==> config.mk <==
export PLATFORM = sky130hd
export DESIGN_NAME = mastermind_round_engine
export DESIGN_NICKNAME = d
export VERILOG_FILES = /design/src/rtl/mastermind_round_engine.sv
export SDC_FILE = /design/constraint.sdc
export NUM_CORES = 1
export LEC_CHECK = 0
export BUFFER_PORTS_ARGS = -buffer_cell sky130_fd_sc_hd__buf_4
export CORE_MARGIN = 5
export CORE_UTILIZATION = 35
export DETAILED_ROUTE_END_ITERATION = 8
export GPL_TIMING_DRIVEN = 0
export PLACE_DENSITY = 0.6
export SETUP_SLACK_MARGIN = 0.1
export SYNTH_ARGS = -nofsm -noshare
export SYNTH_HDL_FRONTEND = slang
export SYNTH_SLANG_ARGS = --single-unit
==> constraint.sdc <==
create_clock -name clk -period 5.5 [get_ports clk]
set_input_delay 0.55 -clock clk [delete_from_list [all_inputs] [get_ports clk]]
set_output_delay 0.55 -clock clk [all_outputs]
set_load 0.01 [all_outputs]
==> src/rtl/mastermind_round_engine.sv <==
`default_nettype none
// ============================================================================
//  Module      : mastermind_round_engine
//  Description : Code-breaker round controller. Collects a guess digit by
//                digit, scores exact and colour-only matches (repeated
//                colours counted correctly), tracks lives and keeps
//                saturating scores for players A and B.
//  Revision    : 1.0  initial release
// ============================================================================
module mastermind_round_engine #(
    parameter int DIGITS  = 4,
    parameter int DIGIT_W = 3,
    parameter int LIVES   = 3,
    parameter int PTS_W   = 2
) (
    input  logic                           clk,
    input  logic                           reset,
    input  logic                           start,
    input  logic                           breaker_sel,
    input  logic [DIGITS*DIGIT_W-1:0]      secret,
    input  logic [DIGIT_W-1:0]             sw,
    input  logic                           enter_a,
    input  logic                           enter_b,
    input  logic                           load_pts,
    input  logic [PTS_W-1:0]               init_pt_a,
    input  logic [PTS_W-1:0]               init_pt_b,
    output logic [DIGITS*DIGIT_W-1:0]      guess,
    output logic [$clog2(DIGITS+1)-1:0]    digit_cnt,
    output logic [$clog2(DIGITS+1)-1:0]    exact,
    output logic [$clog2(DIGITS+1)-1:0]    partial,
    output logic                           result_valid,
    output logic [$clog2(LIVES+1)-1:0]     lives_left,
    output logic [PTS_W-1:0]               points_a,
    output logic [PTS_W-1:0]               points_b,
    output logic                           busy,
    output logic                           round_over,
    output logic                           breaker_won
);

    localparam int c_CNT_W  = $clog2(DIGITS+1);
    localparam int c_LIFE_W = $clog2(LIVES+1);
    localparam int c_CODE_W = DIGITS*DIGIT_W;

    typedef enum logic [2:0] {
        S_IDLE   = 3'd0,
        S_ENTRY  = 3'd1,
        S_EXACT  = 3'd2,
        S_COLOR  = 3'd3,
        S_REPORT = 3'd4,
        S_DONE   = 3'd5
    } state_t;

    state_t                 r_state;
    state_t                 w_state_next;

    logic [c_CODE_W-1:0]    r_secret;
    logic                   r_breaker;
    logic [c_CODE_W-1:0]    r_guess;
    logic [c_CNT_W-1:0]     r_digit_cnt;
    logic [c_CNT_W-1:0]     r_exact;
    logic [c_CNT_W-1:0]     r_partial;
    logic [c_CNT_W-1:0]     r_total;
    logic [DIGIT_W-1:0]     r_color;
    logic [c_LIFE_W-1:0]    r_lives;
    logic [PTS_W-1:0]       r_pts_a;
    logic [PTS_W-1:0]       r_pts_b;
    logic                   r_result_valid;
    logic                   r_busy;
    logic                   r_round_over;
    logic                   r_breaker_won;

    logic                   w_strobe;
    logic                   w_last_digit;
    logic                   w_last_color;
    logic                   w_won;
    logic                   w_last_life;
    logic                   w_idle_like;
    logic [c_CNT_W-1:0]     w_exact_cnt;
    logic [c_CNT_W-1:0]     w_sec_cnt;
    logic [c_CNT_W-1:0]     w_gue_cnt;
    logic [c_CNT_W-1:0]     w_min_cnt;
    logic [c_CNT_W-1:0]     w_total_next;

    // Only the latched breaker's strobe counts, and only while entering.
    assign w_strobe     = (r_state == S_ENTRY) && (r_breaker ? enter_b : enter_a);
    assign w_last_digit = w_strobe && (r_digit_cnt == c_CNT_W'(DIGITS-1));
    assign w_last_color = (r_color == {DIGIT_W{1'b1}});
    assign w_won        = (r_exact == c_CNT_W'(DIGITS));
    assign w_last_life  = (r_lives == c_LIFE_W'(1));
    assign w_idle_like  = (r_state == S_IDLE) || (r_state == S_DONE);

    // Per-position exact count and per-colour occurrence counts for the
    // colour currently being swept.
    always_comb begin
        w_exact_cnt = '0;
        w_sec_cnt   = '0;
        w_gue_cnt   = '0;
        for (int i = 0; i < DIGITS; i++) begin
            if (r_guess[i*DIGIT_W +: DIGIT_W] == r_secret[i*DIGIT_W +: DIGIT_W])
                w_exact_cnt = w_exact_cnt + c_CNT_W'(1);
            if (r_secret[i*DIGIT_W +: DIGIT_W] == r_color)
                w_sec_cnt = w_sec_cnt + c_CNT_W'(1);
            if (r_guess[i*DIGIT_W +: DIGIT_W] == r_color)
                w_gue_cnt = w_gue_cnt + c_CNT_W'(1);
        end
        w_min_cnt    = (w_sec_cnt < w_gue_cnt) ? w_sec_cnt : w_gue_cnt;
        w_total_next = r_total + w_min_cnt;
    end

    // State register.
    always_ff @(posedge clk or posedge reset) begin
        if (reset)
            r_state <= S_IDLE;
        else
            r_state <= w_state_next;
    end

    // Next-state decode.
    always_comb begin
        w_state_next = r_state;
        case (r_state)
            S_IDLE, S_DONE: begin
                if (start)
                    w_state_next = S_ENTRY;
            end
            S_ENTRY: begin
                if (w_last_digit)
                    w_state_next = S_EXACT;
            end
            S_EXACT: begin
                w_state_next = S_COLOR;
            end
            S_COLOR: begin
                if (w_last_color)
                    w_state_next = S_REPORT;
            end
            S_REPORT: begin
                if (w_won || w_last_life)
                    w_state_next = S_DONE;
                else
                    w_state_next = S_ENTRY;
            end
            default: begin
                w_state_next = S_IDLE;
            end
        endcase
    end

    // Guess entry, scoring datapath, lives and scores.
    always_ff @(posedge clk or posedge reset) begin
        if (reset) begin
            r_secret      <= '0;
            r_breaker     <= 1'b0;
            r_guess       <= '0;
            r_digit_cnt   <= '0;
            r_exact       <= '0;
            r_partial     <= '0;
            r_total       <= '0;
            r_color       <= '0;
            r_lives       <= '0;
            r_pts_a       <= '0;
            r_pts_b       <= '0;
            r_breaker_won <= 1'b0;
        end else begin
            // Score preload and round start may coincide; both apply.
            if (w_idle_like && load_pts) begin
                r_pts_a <= init_pt_a;
                r_pts_b <= init_pt_b;
            end
            case (r_state)
                S_IDLE, S_DONE: begin
                    if (start) begin
                        r_secret      <= secret;
                        r_breaker     <= breaker_sel;
                        r_lives       <= c_LIFE_W'(LIVES);
                        r_guess       <= '0;
                        r_digit_cnt   <= '0;
                        r_breaker_won <= 1'b0;
                    end
                end
                S_ENTRY: begin
                    if (w_strobe) begin
                        r_guess     <= {r_guess[c_CODE_W-DIGIT_W-1:0], sw};
                        r_digit_cnt <= r_digit_cnt + c_CNT_W'(1);
                    end
                end
                S_EXACT: begin
                    r_exact <= w_exact_cnt;
                    r_total <= '0;
                    r_color <= '0;
                end
                S_COLOR: begin
                    r_total <= w_total_next;
                    r_color <= r_color + DIGIT_W'(1);
                    // Total common colours always covers the exact hits.
                    if (w_last_color)
                        r_partial <= w_total_next - r_exact;
                end
                S_REPORT: begin
                    if (w_won) begin
                        r_breaker_won <= 1'b1;
                        if (!r_breaker) begin
                            if (r_pts_a != {PTS_W{1'b1}})
                                r_pts_a <= r_pts_a + PTS_W'(1);
                        end else begin
                            if (r_pts_b != {PTS_W{1'b1}})
                                r_pts_b <= r_pts_b + PTS_W'(1);
                        end
                    end else begin
                        r_lives <= r_lives - c_LIFE_W'(1);
                        if (w_last_life) begin
                            r_breaker_won <= 1'b0;
                            // Codemaker is the player who is not breaking.
                            if (r_breaker) begin
                                if (r_pts_a != {PTS_W{1'b1}})
                                    r_pts_a <= r_pts_a + PTS_W'(1);
                            end else begin
                                if (r_pts_b != {PTS_W{1'b1}})
                                    r_pts_b <= r_pts_b + PTS_W'(1);
                            end
                        end else begin
                            r_guess     <= '0;
                            r_digit_cnt <= '0;
                        end
                    end
                end
                default: begin
                end
            endcase
        end
    end

    // Status flags registered from the next state so they track it exactly.
    always_ff @(posedge clk or posedge reset) begin
        if (reset) begin
            r_result_valid <= 1'b0;
            r_busy         <= 1'b0;
            r_round_over   <= 1'b0;
        end else begin
            r_result_valid <= (w_state_next == S_REPORT);
            r_busy         <= (w_state_next == S_ENTRY) || (w_state_next == S_EXACT) ||
                              (w_state_next == S_COLOR) || (w_state_next == S_REPORT);
            r_round_over   <= (w_state_next == S_DONE);
        end
    end

    assign guess        = r_guess;
    assign digit_cnt    = r_digit_cnt;
    assign exact        = r_exact;
    assign partial      = r_partial;
    assign result_valid = r_result_valid;
    assign lives_left   = r_lives;
    assign points_a     = r_pts_a;
    assign points_b     = r_pts_b;
    assign busy         = r_busy;
    assign round_over   = r_round_over;
    assign breaker_won  = r_breaker_won;

endmodule
`default_nettype wire

==> impl_metrics.env <==
export IMPL_async_flop_share_pct=100
export IMPL_insertion_delay_ns=0.31
export IMPL_path_class="flip-flop to flip-flop"
export IMPL_antenna_cells=0
export IMPL_wl_met1_um=3350
export IMPL_synth_most_common_cell="dfrtp_1"
export IMPL_holdBufCountCts=0
export IMPL_yosys_top_cells_area="dfrtp_1 (40%), xnor2_1 (8.9%), ha_1 (7.9%), mux2_2 (5.7%), nand2_1 (4.8%)"
export IMPL_wl_met3_um=223
export IMPL_grt_pass1_vias=2595
export IMPL_power_density_mw_per_mm2=715
export IMPL_drv_cap=0
export IMPL_clockBufferDepth=2
export IMPL_place_gp_congestion=0.755
export IMPL_endpoint_kind="flip-flop"
export IMPL_core_mm2=0.00924
export IMPL_finalSetupTns_ns=0
export IMPL_avgSynthCellArea_um2=9.54
export IMPL_place_hpwl_um=5740
export IMPL_drive_gt1_share_pct=24.2
export IMPL_numCtsBuffers=5
export IMPL_drt_pass1_iter_count=5
export IMPL_crit_arrival_ns=4.93
export IMPL_clk_pin_slew_ns=0.10
export IMPL_synthCells=349
export IMPL_yosysWarnings=0
export IMPL_netlist_area_mm2=0.00333
export IMPL_initial_core_util_pct=36.0
export IMPL_cts_resized=0
export IMPL_n_fill_cell=890
export IMPL_outcome="finished, final reports clean"
export IMPL_finalCritPeriodShare_pct=86.2
export IMPL_antenna_found_initial=0
export IMPL_drt_total_wl_um=7410
export IMPL_ys_flop_type="dfrtp_1"
export IMPL_wl_met2_um=3700
export IMPL_netlist_area_leader_share_pct=39.8
export IMPL_synth_seq_area_share_pct=39.8
export IMPL_nNetsFinal=462
export IMPL_leakagePower_nw=1.92
export IMPL_syn_nets=398
export IMPL_hold_viol=0
export IMPL_cts_tree="yes"
export IMPL_ir_drop_v=0.000229
export IMPL_die_h_um=108
export IMPL_area_growth_pct=21.1
export IMPL_fp_dieW_um=108
export IMPL_io_pins=57
export IMPL_grt_max_degree=30
export IMPL_yosysUniqueCellTypes=45
export IMPL_synth_edf_count=0
export IMPL_crit_path_max_fanout=9
export IMPL_maxSlewViolCount=0
export IMPL_max_freq_ghz=0.211
export IMPL_setup_worst_path_start_class="flip-flop"
export IMPL_wl_per_cell_um=13.7
export IMPL_fin_crit_ns=4.74
export IMPL_ys_ff_latch=53
export IMPL_fin_skew_ns=0.00764
export IMPL_io_buffers=56
export IMPL_ant_nets=0
export IMPL_setup_viol=0
export IMPL_num_vias=2614
export IMPL_dr_first_iter_drc_count=125
export IMPL_vias_per_cell=4.81
export IMPL_overflow=0
export IMPL_grt_pass1_wl_um=12500
export IMPL_highest_layer="met4"
export IMPL_rsz0062_at_grt="false"
export IMPL_postCtsSetupRepairBufs=0
export IMPL_cts_root_buf="clkbuf_8"
export IMPL_die_area_mm2=0.0116
export IMPL_slew_limit_headroom_pct=54.9
export IMPL_worstMarginPinSlew_ns=0.672
export IMPL_cts_sinks=53
export IMPL_yosysTopAreaCell="dfrtp_1"
export IMPL_synth_commonest_cells="dfrtp_1 (53), nand2_1 (43), xnor2_1 (34)"
export IMPL_grtUsageTotal_pct=13.3
export IMPL_whs_ns=0.290
export IMPL_drc=0
export IMPL_cp_required_ns=5.69
export IMPL_rows=35
export IMPL_htree_levels=2
export IMPL_min_path_type="primary input to async pin"
==> cell usage in the layout, fill, tap and decap left out, drive strengths merged, types with 12 or more instances in the layout <==
cell type   n
buf        63
dfrtp      53
nand2      43
xnor2      34
o21ai      32
inv        23
nand3      21
ha         21
nor2       19
mux2       17
clkbuf     13
xor2       12
==> power by group <==
group	switching (W)	internal, W	total [W]
registers	0.000196	0.000550	0.000746
clock network	0.000138	0.000105	0.000243
logic	0.000987	0.000907	0.00189
total	0.00132	0.00156	0.00288
==> worst paths after layout <==
check	depth (start not counted)	from	endpoint	slack, ns
setup / recovery	22	r_color[2]	partial[2]	0.76
hold / removal	2	reset	r_state[2]	0.29
setup reg to reg	22	r_color[2]	partial[2]	0.76
hold reg to reg	2	r_total[1]	r_total[1]	0.50
max in group asynchronous	3	reset	r_secret[8]	4.67
min in group clk	3	sw[0]	guess[0]	0.45
==> final cells by class <==
type	count	area (µm²)	share of cell area, %
multi-input cells	261	1850	45.8
flip-flops and latches	53	1330	32.9
repair buffers	57	440	10.9
well taps	129	161	4.00
clock buffers	6	82.6	2.05
inverters	22	82.6	2.05
plain buffers	13	75.1	1.86
clock inverters	2	17.5	0.434
==> logic make-up after synthesis <==
logic type | after synthesis | synth area share [%]
flops | 53 | 39.8
xor+xnor | 46 | 12.3
buf+inv | 35 | 4.73
simple gates | 110 | 16.1
compound gates | 58 | 10.1
mux | 23 | 7.55
fa+ha+maj | 24 | 9.39
==> stage by stage <==
stage               power [W]  util, %  cells  cell area (µm²)  worst slack [ns]
CTS                   0.00292     43.6    543             4030             0.723
global placement      0.00262     42.3    534             3910             0.808
floorplan             0.00216        -    349             3330              1.11
finish                0.00288     43.6    543             4030             0.758
detailed placement    0.00267     42.6    535             3930             0.754
global route          0.00320     43.6    543             4030             0.394
==> critical path, cell delays in order, from the launching register on <==
cell     delay, ns
dfrtp_1       0.41
buf_6         0.16
xnor2_1       0.12
and3_1        0.20
ha_1          0.34
or4_4         0.56
nand2_1       0.09
ha_1          0.14
nand4_1       0.09
xnor2_1       0.17
ha_1          0.28
inv_1         0.05
a21oi_1       0.20
a21oi_1       0.10
nor2_1        0.14
ha_1          0.16
inv_1         0.04
fa_1          0.51
inv_1         0.07
fa_1          0.40
xnor2_1       0.19
xnor2_1       0.13
o21ai_0       0.08
==> routing by layer <==
| layer | vias up | track usage [%] |
|---|---|---|
| met5 | - | 0 |
| met4 | 0 | 3.97 |
| met3 | 10 | 1.80 |
| met2 | 50 | 22.8 |
| met1 | 1245 | 17.3 |
| li1 | 1309 | - |
==> state kept, by name, indices dropped and copies added, names as in the netlist <==
| signal | flops |
|---|---|
| breaker_won | 1 |
| r_secret | 12 |
| round_over | 1 |
| r_breaker | 1 |
| r_color | 3 |
| partial | 3 |
| points_a | 2 |
| points_b | 2 |
| r_state | 3 |
| r_total | 3 |
| busy | 1 |
| exact | 3 |
| digit_cnt | 3 |
| result_valid | 1 |
| guess | 12 |
| lives_left | 2 |
No activity file was read; power rests on OpenSTA's default activity.
